==> src/rtl/demux_20_4_16x20_if.sv <==
// Bus interface for demux_20_4_16x20: one shared producer side (in/addr/valid)
// and sixteen registered 20-bit consumer channels plus a one-hot strobe.
// master: the producer/consumer environment around the demux.
// slave : the demux itself.
interface demux_20_4_16x20_if;
    logic [19:0]       in;
    logic [3:0]        addr;
    logic              valid;
    logic [15:0][19:0] out;
    logic [15:0]       out_sel;

    modport master (
        output in,
        output addr,
        output valid,
        input  out,
        input  out_sel
    );

    modport slave (
        input  in,
        input  addr,
        input  valid,
        output out,
        output out_sel
    );
endinterface

==> src/rtl/demux_20_4_16x20.sv <==
// Registered 1-to-16 demultiplexor for 20-bit words.
// The word on bus.in is loaded into channel bus.addr when bus.valid is high,
// and bus.out_sel carries the matching one-hot strobe, one clock later.
// Build option: define DEMUX_HOLD_EN to make each channel an independent
// hold register; by default every non-addressed channel clears to zero
// each cycle, so at most one channel is ever non-zero.
module demux_20_4_16x20 (
    input  logic                       clk,
    input  logic                       rst_n,
    demux_20_4_16x20_if.slave          bus
);

    // Map a 4-bit channel index to its one-hot strobe.
    function automatic logic [15:0] onehot_decode(input logic [3:0] idx);
        onehot_decode = 16'h0001 << idx;
    endfunction

    logic [15:0][19:0] out_q;
    logic [15:0][19:0] out_d;
    logic [15:0]       out_sel_q;
    logic [15:0]       out_sel_d;

    // Next-state routing: pick the idle value per build, then overlay the addressed channel.
    always_comb begin
`ifdef DEMUX_HOLD_EN
        out_d = out_q;
`else
        out_d = {16{20'h00000}};
`endif
        out_sel_d = 16'h0000;
        if (bus.valid) begin
            out_d[bus.addr] = bus.in;
            out_sel_d       = onehot_decode(bus.addr);
        end else begin
            out_sel_d = 16'h0000;
        end
    end

    // Output registers; reset has priority and discards the word sampled on that edge.
    always_ff @(posedge clk) begin
        if (!rst_n) begin
            out_q     <= {16{20'h00000}};
            out_sel_q <= 16'h0000;
        end else begin
            out_q     <= out_d;
            out_sel_q <= out_sel_d;
        end
    end

    assign bus.out     = out_q;
    assign bus.out_sel = out_sel_q;

endmodule

==> src/flat_wrapper.sv <==
// flat-port wrapper written by rule: the top's interface ports become plain ports
module demux_20_4_16x20_flat 
  (clk, rst_n, bus_in, bus_addr, bus_valid, bus_out, bus_out_sel);
  demux_20_4_16x20_if bus_i ();
  input  logic clk;
  input  logic rst_n;
  input wire logic [$bits(bus_i.in)-1:0] bus_in;
  input wire logic [$bits(bus_i.addr)-1:0] bus_addr;
  input wire logic [$bits(bus_i.valid)-1:0] bus_valid;
  output wire logic [$bits(bus_i.out)-1:0] bus_out;
  output wire logic [$bits(bus_i.out_sel)-1:0] bus_out_sel;
  assign bus_i.in = bus_in;
  assign bus_i.addr = bus_addr;
  assign bus_i.valid = bus_valid;
  assign bus_out = bus_i.out;
  assign bus_out_sel = bus_i.out_sel;
  demux_20_4_16x20 u_core (.clk(clk), .rst_n(rst_n), .bus(bus_i));
endmodule
==> config.mk <==
export PLATFORM = sky130hd
export DESIGN_NAME = demux_20_4_16x20_flat
export DESIGN_NICKNAME = d
export VERILOG_FILES = /design/src/rtl/demux_20_4_16x20_if.sv /design/src/rtl/demux_20_4_16x20.sv /design/src/flat_wrapper.sv
export SDC_FILE = /design/constraint.sdc
export NUM_CORES = 1
export LEC_CHECK = 0
export CORE_UTILIZATION = 39
export CTS_BUF_LIST = sky130_fd_sc_hd__clkbuf_2
export DETAILED_ROUTE_END_ITERATION = 10
export PLACE_DENSITY = 0.78
export SYNTH_ARGS = -nofsm -noshare
export SYNTH_HDL_FRONTEND = slang
export SYNTH_SLANG_ARGS = --single-unit
==> constraint.sdc <==
create_clock -name clk -period 1.43 [get_ports clk]
set_clock_uncertainty 0.05 [all_clocks]
set_input_delay 0.429 -clock clk [delete_from_list [all_inputs] [get_ports clk]]
set_output_delay 0.429 -clock clk [all_outputs]
set_load 0.01 [all_outputs]
==> flow_summary.toml <==
[clocking]
cts_buffers = 79
cts.sinks = 336
htree_levels = 3
clockBufferDepth = 3
clkTransAtPathRegs_ns = 0.12
cts_tree = "built"
cts_root_buf = "clkbuf_2"

[sta]
fin_crit_ns = 1.77
setup_viol = 336
post-route-period-util_pct = 124
max_freq_mhz = 564
rsz0062_at_grt = "true"
hold-worst-slack_ns = 0.239
fin_ws_ns = -0.343
relSlewSlack_pct = 79.4
worst_pin_slew_ns = 0.309
finalMaxSlewViolations = 0
hold_viol_final = 0

[logic_synthesis]
avgSynthCellArea_um2 = 11.0
synth-edff-count = 0
synthAdderAreaFrac_pct = 0
synth_seq_cells = 336
netlist_top_cells_count = "dfxtp_1, nor2_1, clkbuf_1, nand3_1, buf_1"
synth-simple-area-share_pct = 17.9
synth_nets = 797
ys_async_sr_fraction_pct = 0
syn_area_um2 = 8480
synthFlopType = "dfxtp_1"
synth_compound_area_share_pct = 0
synth_top_family_by_area = "simple AND/OR/NAND/NOR gates"
ys_seq_area_share_pct = 79.3
syn_inst = 770
yosys-mux-area-fraction_pct = 0
yosys_warnings = 0
synth_area_leaders = "dfxtp_1, nor2_1, clkbuf_1"
synth_xor_area_share_pct = 0
synth_top_area_cell = "dfxtp_1"
synth_top_area_share_pct = 79.3
synth_cell_types = 12

[finish]
antenna_cells = 0
fin_cells = 1542
finalNetCount = 1243
drive_gt1_share_pct = 56.0
fin_util_pct = 63.3
area_growth_syn_to_layout_pct = 57.8

[worst_setup_path]
end_kind = "primary output"
path_buf_inv = 1
crit_required_ns = 0.95
cp.arrival_ns = 1.29
worstSetupStartpointType = "register"
cp_slowest_cell = "dfxtp_2"
critical_path.top_delay_family = "flip-flops"
crit_chain = "buf_6"
slowest_delay_ns = 0.34
path_class = "reg -> out"
critPathMaxFanout = 1

[detailed_routing]
wl_per_cell_um = 17.6
drt-vias-per-instance = 4.53
dr.pass1.iters = 4
dr_total_vias = 6983
postRouteAntennaNets = 0
drt_iter0_markers = 250
routed_wl_um = 27100
drcViolationCount = 0

[placed_design]
gp_congestion = 0.760
placedCellCount = 1410
pre_cts_slack_ns = -0.642
dp_hpwl_um = 18200
port_buffers = 362

[hold_path]
holdCritPathClass = "in -> reg"

[grt]
grt-ovfl-total = 0
antenna_found_initial = 0
grt_max_degree = 22
grt_use_total_pct = 23.6
grt_pass1_wl_um = 39200
grt_pass1_vias = 7107

[floorplanning]
row_count = 53
coreArea_um2 = 21200
fp.dieW_um = 149
start_util_pct = 40.1
die_area_um2 = 22300
dieHeight_um = 149
ios = 363

[status]
violations = "setup timing"
outcome = "finished with violations"

[pwr]
power.total_w = 0.0163
irDropWorstVdd_mv = 0.857
p_leak_nw = 6.18
p_per_area_nw_per_um2 = 1210

[flow_run]
max_cap_viol_count = 0
## routing by layer
| metal | global-route usage [%] | vias to the layer above | wire length, um |
|---|---|---|---|
| met3 | 9.30 | 60 | 2950 |
| met5 | 0 | - | 0 |
| li1 | - | 3280 | - |
| met2 | 40.6 | 376 | 13500 |
| met4 | 12.2 | 0 | 843 |
| met1 | 24.7 | 3267 | 9790 |
## worst paths after layout
check / startpoint / end / slack (ns) / cells after the start
setup / recovery: u_core.bus.out[213] / bus_out[213] / -0.34 / 1
hold / removal: bus_in[17] / u_core.bus.out[177] / 0.24 / 4
## cell families after synthesis
logic type,count (synthesis)
simple gates,373
buf+inv,61
flops,336
## layout make-up
cell class                 instances  area (um^2)
timing repair buffer             426         3850
clock buffer                     116          581
fill                            1630         7770
clock inverter                    16          124
sequential                       336         6960
tap                              275          344
multi-input combinational        373         1530
## timing repair
action	4_1_cts	5_1_grt
endpoints found under the setup margin	336	336
hold buffers	0	0
buffers inserted	0	0
gates resized for setup	1553	178
## state kept, by name, summed over array words and instances (netlist names)
signal              cells
u_core.bus.out        320
u_core.bus.out_sel     16
## power breakdown
group          switching [W]  leakage [nW]  total [W]  internal [W]
combinational       0.000379          2.84   0.000683      0.000304
sequential         0.0000210          2.80    0.00943       0.00941
clock                0.00364         0.538    0.00614       0.00250
total                0.00404          6.18     0.0163        0.0122
## through the flow
stage / cell area (um^2) / setup TNS [ns]
global placement: 13000 / -136.02
floorplan: 8500 / 0
CTS: 12800 / -132.67
finish: 13400 / -98.63
global route: 13400 / -135.34
detailed placement: 13000 / -146.80
## placed cells by master, fill, tap and decap left out
cell             Yosys  final
clkinv_4             0      1
clkinv_1             0     10
nand4b_1             4      4
nor2_1             336    336
nand4_1              1      1
bufinv_16            0      2
buf_12               0     20
buf_2                4    148
dfxtp_1            336    150
clkdlybuf4s50_1      0     26
or4_4                0      1
nand3_1             20     20
clkbuf_2             0    116
buf_6                0    188
clkinv_2             0      2
clkinvlp_4           0      1
or4b_1               4      3
buf_4                0     44
nand4bb_1            6      6
dfxtp_2              0    186
nand2_1              1      1
or4b_4               0      1
(Power assumes the default switching activity.)
